## config.mk

```make
export PLATFORM = sky130hd
export DESIGN_NAME = dft_capture_path
export DESIGN_NICKNAME = d
export VERILOG_FILES = /design/src/rtl/dft_pkg.sv /design/src/rtl/dft_word_fifo.sv /design/src/rtl/dft_capture_path.sv
export SDC_FILE = /design/constraint.sdc
export NUM_CORES = 1
export LEC_CHECK = 0
export CAP_MARGIN = 20
export CORE_UTILIZATION = 30
export CTS_CLUSTER_DIAMETER = 30
export DETAILED_ROUTE_END_ITERATION = 16
export PLACE_DENSITY_LB_ADDON = 0.3
export SETUP_SLACK_MARGIN = 0.4
export SYNTH_ARGS = -nofsm -noshare
export SYNTH_HDL_FRONTEND = slang
export SYNTH_SLANG_ARGS = --single-unit
```

## constraint.sdc

```tcl
create_clock -name clk -period 7 [get_ports clk]
set_clock_uncertainty 0.1 [all_clocks]
set_input_delay 1.05 -clock clk [delete_from_list [all_inputs] [get_ports clk]]
set_output_delay 1.05 -clock clk [all_outputs]
set_load 0.02 [all_outputs]
```

## src/rtl/dft_pkg.sv

```systemverilog
// Shared constants for the DFT capture datapath: FSM state encoding and
// default geometry used by both the capture path and the DFT controller.
package dft_pkg;

  localparam logic [1:0] ST_IDLE  = 2'd0;
  localparam logic [1:0] ST_SHIFT = 2'd1;
  localparam logic [1:0] ST_DRAIN = 2'd2;

  localparam int DFT_WIDTH  = 32;
  localparam int DFT_DEPTH  = 8;
  localparam int DFT_NUM_CH = 4;
  localparam int DFT_LEN_W  = 16;

  // Width of a chain-select field; a single chain still needs one bit.
  function automatic int sel_width(input int n);
    return (n > 1) ? $clog2(n) : 1;
  endfunction

endpackage

```

## src/rtl/dft_word_fifo.sv

```systemverilog
// Show-ahead word FIFO: the head word and its valid flag are registered, so
// the consumer sees data the cycle after it is pushed into an empty queue.
module dft_word_fifo #(
  parameter int WIDTH = 32,
  parameter int DEPTH = 8
) (
  input  logic                     clk,
  input  logic                     reset,
  input  logic                     clear,
  input  logic                     push,
  input  logic [WIDTH-1:0]         push_data,
  input  logic                     pop,
  output logic [WIDTH-1:0]         out_data,
  output logic                     out_val,
  output logic                     full,
  output logic                     empty,
  output logic [$clog2(DEPTH):0]   count
);

  localparam int AW = $clog2(DEPTH);

  logic [WIDTH-1:0] mem [DEPTH];
  logic [AW-1:0]    wr_ptr_q, wr_ptr_d;
  logic [AW-1:0]    rd_ptr_q, rd_ptr_d;
  logic [AW:0]      count_q, count_d;
  logic [WIDTH-1:0] data_q, data_d;
  logic             val_q, val_d;
  logic             push_ok, pop_ok;

  assign full     = (count_q == (AW+1)'(DEPTH));
  assign empty    = (count_q == '0);
  assign push_ok  = push && !full;
  assign pop_ok   = pop && val_q;
  assign out_data = data_q;
  assign out_val  = val_q;
  assign count    = count_q;

  // Storage array; written on every accepted push, never reset.
  always_ff @(posedge clk) begin
    if (push_ok) mem[wr_ptr_q] <= push_data;
  end

  // Next pointers, occupancy and head word; pointers wrap naturally at DEPTH.
  always_comb begin
    wr_ptr_d = wr_ptr_q;
    rd_ptr_d = rd_ptr_q;
    count_d  = count_q;
    data_d   = data_q;
    if (push_ok) wr_ptr_d = wr_ptr_q + AW'(1);
    if (pop_ok)  rd_ptr_d = rd_ptr_q + AW'(1);
    count_d = count_q + (AW+1)'(push_ok) - (AW+1)'(pop_ok);
    if (pop_ok && count_q > (AW+1)'(1)) begin
      data_d = mem[rd_ptr_q + AW'(1)];
    end else if (push_ok && (empty || (pop_ok && count_q == (AW+1)'(1)))) begin
      data_d = push_data;
    end
    val_d = (count_d != '0);
  end

  // Pointer/occupancy/head registers; clear flushes the queue like reset.
  always_ff @(posedge clk) begin
    if (reset || clear) begin
      wr_ptr_q <= '0;
      rd_ptr_q <= '0;
      count_q  <= '0;
      data_q   <= '0;
      val_q    <= 1'b0;
    end else begin
      wr_ptr_q <= wr_ptr_d;
      rd_ptr_q <= rd_ptr_d;
      count_q  <= count_d;
      data_q   <= data_d;
      val_q    <= val_d;
    end
  end

endmodule

```

## src/rtl/dft_capture_path.sv

```systemverilog
// DFT capture path: shifts a selected scan chain, packs bits LSB-first into
// words, and queues them for the host; a full queue stalls the chain.
module dft_capture_path
  import dft_pkg::*;
#(
  parameter int WIDTH  = DFT_WIDTH,
  parameter int DEPTH  = DFT_DEPTH,
  parameter int NUM_CH = DFT_NUM_CH,
  parameter int LEN_W  = DFT_LEN_W,
  localparam int CH_W  = sel_width(NUM_CH)
) (
  input  logic                   clk,
  input  logic                   reset,
  input  logic [NUM_CH-1:0]      dft_sin,
  output logic                   sc_sen,
  input  logic                   start,
  input  logic [CH_W-1:0]        ch_sel,
  input  logic [LEN_W-1:0]       shift_len,
  input  logic                   abort,
  output logic [WIDTH-1:0]       out_data,
  output logic                   out_val,
  input  logic                   out_rdy,
  output logic                   busy,
  output logic                   done,
  output logic [$clog2(DEPTH):0] word_cnt
);

  localparam int IDX_W = $clog2(WIDTH);

  logic [1:0]       state_q, state_d;
  logic [CH_W-1:0]  ch_q, ch_d;
  logic [LEN_W-1:0] remaining_q, remaining_d;
  logic [IDX_W-1:0] bit_idx_q, bit_idx_d;
  logic [WIDTH-1:0] shreg_q, shreg_d;

  logic             fifo_full, fifo_empty;
  logic             sel_bit, push;
  logic [WIDTH-1:0] push_data;

  assign sel_bit   = dft_sin[ch_q];
  assign sc_sen    = (state_q == ST_SHIFT) && !fifo_full;
  assign push      = sc_sen && ((bit_idx_q == IDX_W'(WIDTH-1)) || (remaining_q == LEN_W'(1)));
  // Bits above the newest one are still zero, which pads a short final word.
  assign push_data = shreg_q | ({{(WIDTH-1){1'b0}}, sel_bit} << bit_idx_q);
  assign busy      = (state_q != ST_IDLE);
  assign done      = (state_q == ST_DRAIN) && fifo_empty && !abort;

  dft_word_fifo #(
    .WIDTH (WIDTH),
    .DEPTH (DEPTH)
  ) u_fifo (
    .clk       (clk),
    .reset     (reset),
    .clear     (abort),
    .push      (push),
    .push_data (push_data),
    .pop       (out_rdy),
    .out_data  (out_data),
    .out_val   (out_val),
    .full      (fifo_full),
    .empty     (fifo_empty),
    .count     (word_cnt)
  );

  // Capture FSM and bit/length counters; abort overrides everything but reset.
  always_comb begin
    state_d     = state_q;
    ch_d        = ch_q;
    remaining_d = remaining_q;
    bit_idx_d   = bit_idx_q;
    shreg_d     = shreg_q;
    case (state_q)
      ST_IDLE: begin
        if (start) begin
          ch_d        = (int'(ch_sel) < NUM_CH) ? ch_sel : '0;
          remaining_d = shift_len;
          bit_idx_d   = '0;
          shreg_d     = '0;
          state_d     = (shift_len == '0) ? ST_DRAIN : ST_SHIFT;
        end
      end
      ST_SHIFT: begin
        if (sc_sen) begin
          remaining_d = remaining_q - LEN_W'(1);
          if (push) begin
            bit_idx_d = '0;
            shreg_d   = '0;
          end else begin
            bit_idx_d = bit_idx_q + IDX_W'(1);
            shreg_d   = push_data;
          end
          if (remaining_q == LEN_W'(1)) state_d = ST_DRAIN;
        end
      end
      ST_DRAIN: begin
        if (fifo_empty) state_d = ST_IDLE;
      end
      default: state_d = ST_IDLE;
    endcase
    if (abort) begin
      state_d     = ST_IDLE;
      ch_d        = '0;
      remaining_d = '0;
      bit_idx_d   = '0;
      shreg_d     = '0;
    end
  end

  // State registers.
  always_ff @(posedge clk) begin
    if (reset) begin
      state_q     <= ST_IDLE;
      ch_q        <= '0;
      remaining_q <= '0;
      bit_idx_q   <= '0;
      shreg_q     <= '0;
    end else begin
      state_q     <= state_d;
      ch_q        <= ch_d;
      remaining_q <= remaining_d;
      bit_idx_q   <= bit_idx_d;
      shreg_q     <= shreg_d;
    end
  end

endmodule

```

==> impl_metrics.env <==
export IMPL_die_x_um=222.5
export IMPL_rsz0062_at_grt="false"
export IMPL_synth_top_area_share_pct=52.69
export IMPL_combPwrFrac_pct=4.1
export IMPL_setup_viol=0
export IMPL_seq_area_frac_synth_pct=66.42
export IMPL_io_buffers=66
export IMPL_critical_path_top_delay_family="buffers and inverters"
export IMPL_root_buffer="clkbuf_16"
export IMPL_synth_area_per_cell_um2=15.06
export IMPL_yosysWarnings=0
export IMPL_synth_area_top_cells="edfxtp_1 53%, dfxtp_1 14%, mux4_2 9.9%, o32ai_2 3.2%, nand2_1 1.9%"
export IMPL_p_sw_share_pct=21.64
export IMPL_clkTransAtPathRegs_ns=0.04
export IMPL_most_common_layout_cells="256 x edfxtp_1, 99 x dfxtp_1, 73 x nand2_1"
export IMPL_drt_iter0_drc=651
export IMPL_critPathBufInv=2
export IMPL_die_area_mm2=0.04952
export IMPL_avgRoutedWirePerCell_um=21.07
export IMPL_die_h_um=222.5
export IMPL_nNetsFinal=1096
export IMPL_cp_depth=3
export IMPL_row_count=80
export IMPL_synth_distinct_cells=53
export IMPL_ir_drop_mv=0.1751
export IMPL_area_growth_pct=26.04
export IMPL_required_ns=5.85
export IMPL_cp_common_cell="clkdlybuf4s50_1"
export IMPL_cpMaxStageDelayCell="clkdlybuf4s50_1"
export IMPL_reg2reg_depth=11
export IMPL_cp_arrival_ns=2.48
export IMPL_slew_headroom_pct=25.22
export IMPL_synth_seq_cells=356
export IMPL_reg2reg_slack_ns=3.38
export IMPL_seqPwrFrac_pct=38.7
export IMPL_antenna_found_initial=0
export IMPL_cts_buffers=68
export IMPL_ys_dominant_reg_cell="edfxtp_1"
export IMPL_utilization_pct=38.43
export IMPL_layout_commonest_cell="edfxtp_1"
export IMPL_tightest_slew_ns=1.122
export IMPL_cpPeakStageDelay_ns=0.66
export IMPL_overflow=0
export IMPL_max_clock_freq_mhz=275.5
export IMPL_start_util_pct=30.49
export IMPL_clockPowerShare_pct=57.2
export IMPL_fin_crit_ns=3.630
export IMPL_fin_crit_sh_pct=51.85
export IMPL_crit_fanout=3
export IMPL_drv_cap=0
export IMPL_min_path_type="reg2reg"
export IMPL_io_pins=67
export IMPL_cts_sinks=356
export IMPL_cp_start_kind="input pin"
export IMPL_vias=8966
export IMPL_diodes=0
export IMPL_internal_power_w=0.004583
export IMPL_final_area_mm2=0.01839
export IMPL_grt_pass1_vias=8949
export IMPL_holdBufCountCts=0
export IMPL_routed_wl_um=36370
export IMPL_drt_first_pass_iters=4
export IMPL_grtUsageTotal_pct=14.73
export IMPL_grt_max_degree=52
export IMPL_grt_pass1_wl_um=55280
export IMPL_fillers=4430
export IMPL_tns_ns=0
export IMPL_crit_chain="clkdlybuf4s50_1 > nor4_1 > clkdlybuf4s50_1"
export IMPL_syn_area_mm2=0.01459
export IMPL_syn_nets=1009
export IMPL_placedInstanceArea_mm2=0.01600
export IMPL_cts_resized_gates=0
export IMPL_leakage_nw=6.470
export IMPL_critPathKind="in2out"
export IMPL_power_density_mw_per_mm2=318.1
export IMPL_switching_power_w=0.001266
export IMPL_drc_errors=0
export IMPL_drv_slew=0
export IMPL_htree_num_levels=3
export IMPL_hold_path_depth=2
export IMPL_hold_violations=0
export IMPL_clockBufferDepth=3
export IMPL_insertion_delay_ns=0.58
export IMPL_place_hpwl_um=19250
export IMPL_place_gp_congestion=0.7687
export IMPL_via_per_inst=5.195
export IMPL_synth_top_cell_by_area="edfxtp_1"
export IMPL_crit_path_end_kind="primary output"
export IMPL_drive_gt1_share_pct=23.49
export IMPL_status="finished, final reports clean"
export IMPL_syn_inst=969
export IMPL_cts_setup_buffers=0
export IMPL_synthArstFlopShare_pct=0
export IMPL_synth_edf_count=256
export IMPL_cts_tree="built"
export IMPL_core_area_mm2=0.04785
export IMPL_route_antenna_remaining_nets=0
area by class of cell:
class | instances | area, µm² | area share (%)
sequential | 356 | 9693 | 52.72
multi-input combinational | 525 | 4624 | 25.15
clock buffer | 76 | 1762 | 9.581
timing repair buffer | 93 | 863.3 | 4.695
tap | 615 | 769.5 | 4.185
clock inverter | 49 | 630.6 | 3.430
inverter | 12 | 45.04 | 0.2450
cells in the mapped netlist (18+ instances only):
cell      number
a21oi_1       24
nand2_1       73
mux4_2        64
o32ai_2       29
dfxtp_1      100
nor2_1        56
edfxtp_1     256
o22ai_1       33
o21ai_0       18
a31oi_1       35
clkbuf_1      58
a21o_1        36
a211oi_1      36
sequential cells by signal, summed over array words and instances (netlist names), 2 cells and up:
name,count
u_fifo.count,4
u_fifo.rd_ptr_q,3
ch_q,2
state_q,2
remaining_q,16
u_fifo.mem,256
bit_idx_q,5
u_fifo.out_data,32
shreg_q,32
u_fifo.wr_ptr_q,3
worst paths after layout:
path	from	to
setup / recovery	abort	done
hold / removal	ch_q[0]$_SDFFE_PP0P_	ch_q[0]$_SDFFE_PP0P_
setup reg to reg	u_fifo.count[2]$_SDFF_PP0_	u_fifo.out_val$_SDFF_PP0_
hold reg to reg	ch_q[0]$_SDFFE_PP0P_	ch_q[0]$_SDFFE_PP0P_
worst reg2reg max path, stage by stage, from the launching register on:
cell     delay (ns)
dfxtp_1        0.31
inv_1          0.11
ha_1           0.15
nor3b_1        0.59
nor2_2         0.14
o21ai_1        0.38
inv_1          0.24
ha_1           0.30
fa_1           0.41
xnor2_1        0.18
nor2_1         0.06
or4_1          0.52
power by group through the flow:
stage               combinational (W)  sequential [W]  clock [W]
floorplan                    0.000159         0.00230          0
global placement             0.000238         0.00230          0
global route                 0.000259         0.00226    0.00351
finish                       0.000238         0.00226    0.00335
CTS                          0.000240         0.00226    0.00341
detailed placement           0.000238         0.00230          0
stage by stage:
stage          total power [W]  worst slack (ns)  std cells  hold slack, ns
2_1_floorplan         0.002459             1.573        969          0.3449
3_3_place_gp          0.002541             2.998       1601          0.3640
3_5_place_dp          0.002541             2.871       1601          0.3736
4_1_cts               0.005910             3.317       1726          0.3774
5_1_grt               0.006034             3.101       1726          0.4070
6_report              0.005849             3.370       1726          0.3719
layer usage:
metal / share of wire (%) / up-vias / GRT usage, %
met4: 2.0 / 0 / 5.095
met2: 46 / 248 / 22.46
met1: 47 / 4595 / 20.53
met3: 5.2 / 56 / 3.385
met5: 0 / - / 0
li1: - / 4067 / -
logic make-up after synthesis:
| logic type | share of synthesized area [%] |
|---|---|
| compound gates | 12.74 |
| buf+inv | 2.556 |
| xor+xnor | 0.4202 |
| fa+ha+maj | 1.166 |
| flops | 66.42 |
| mux | 10.09 |
| simple gates | 6.612 |
No activity file was read; power rests on OpenSTA's default activity.
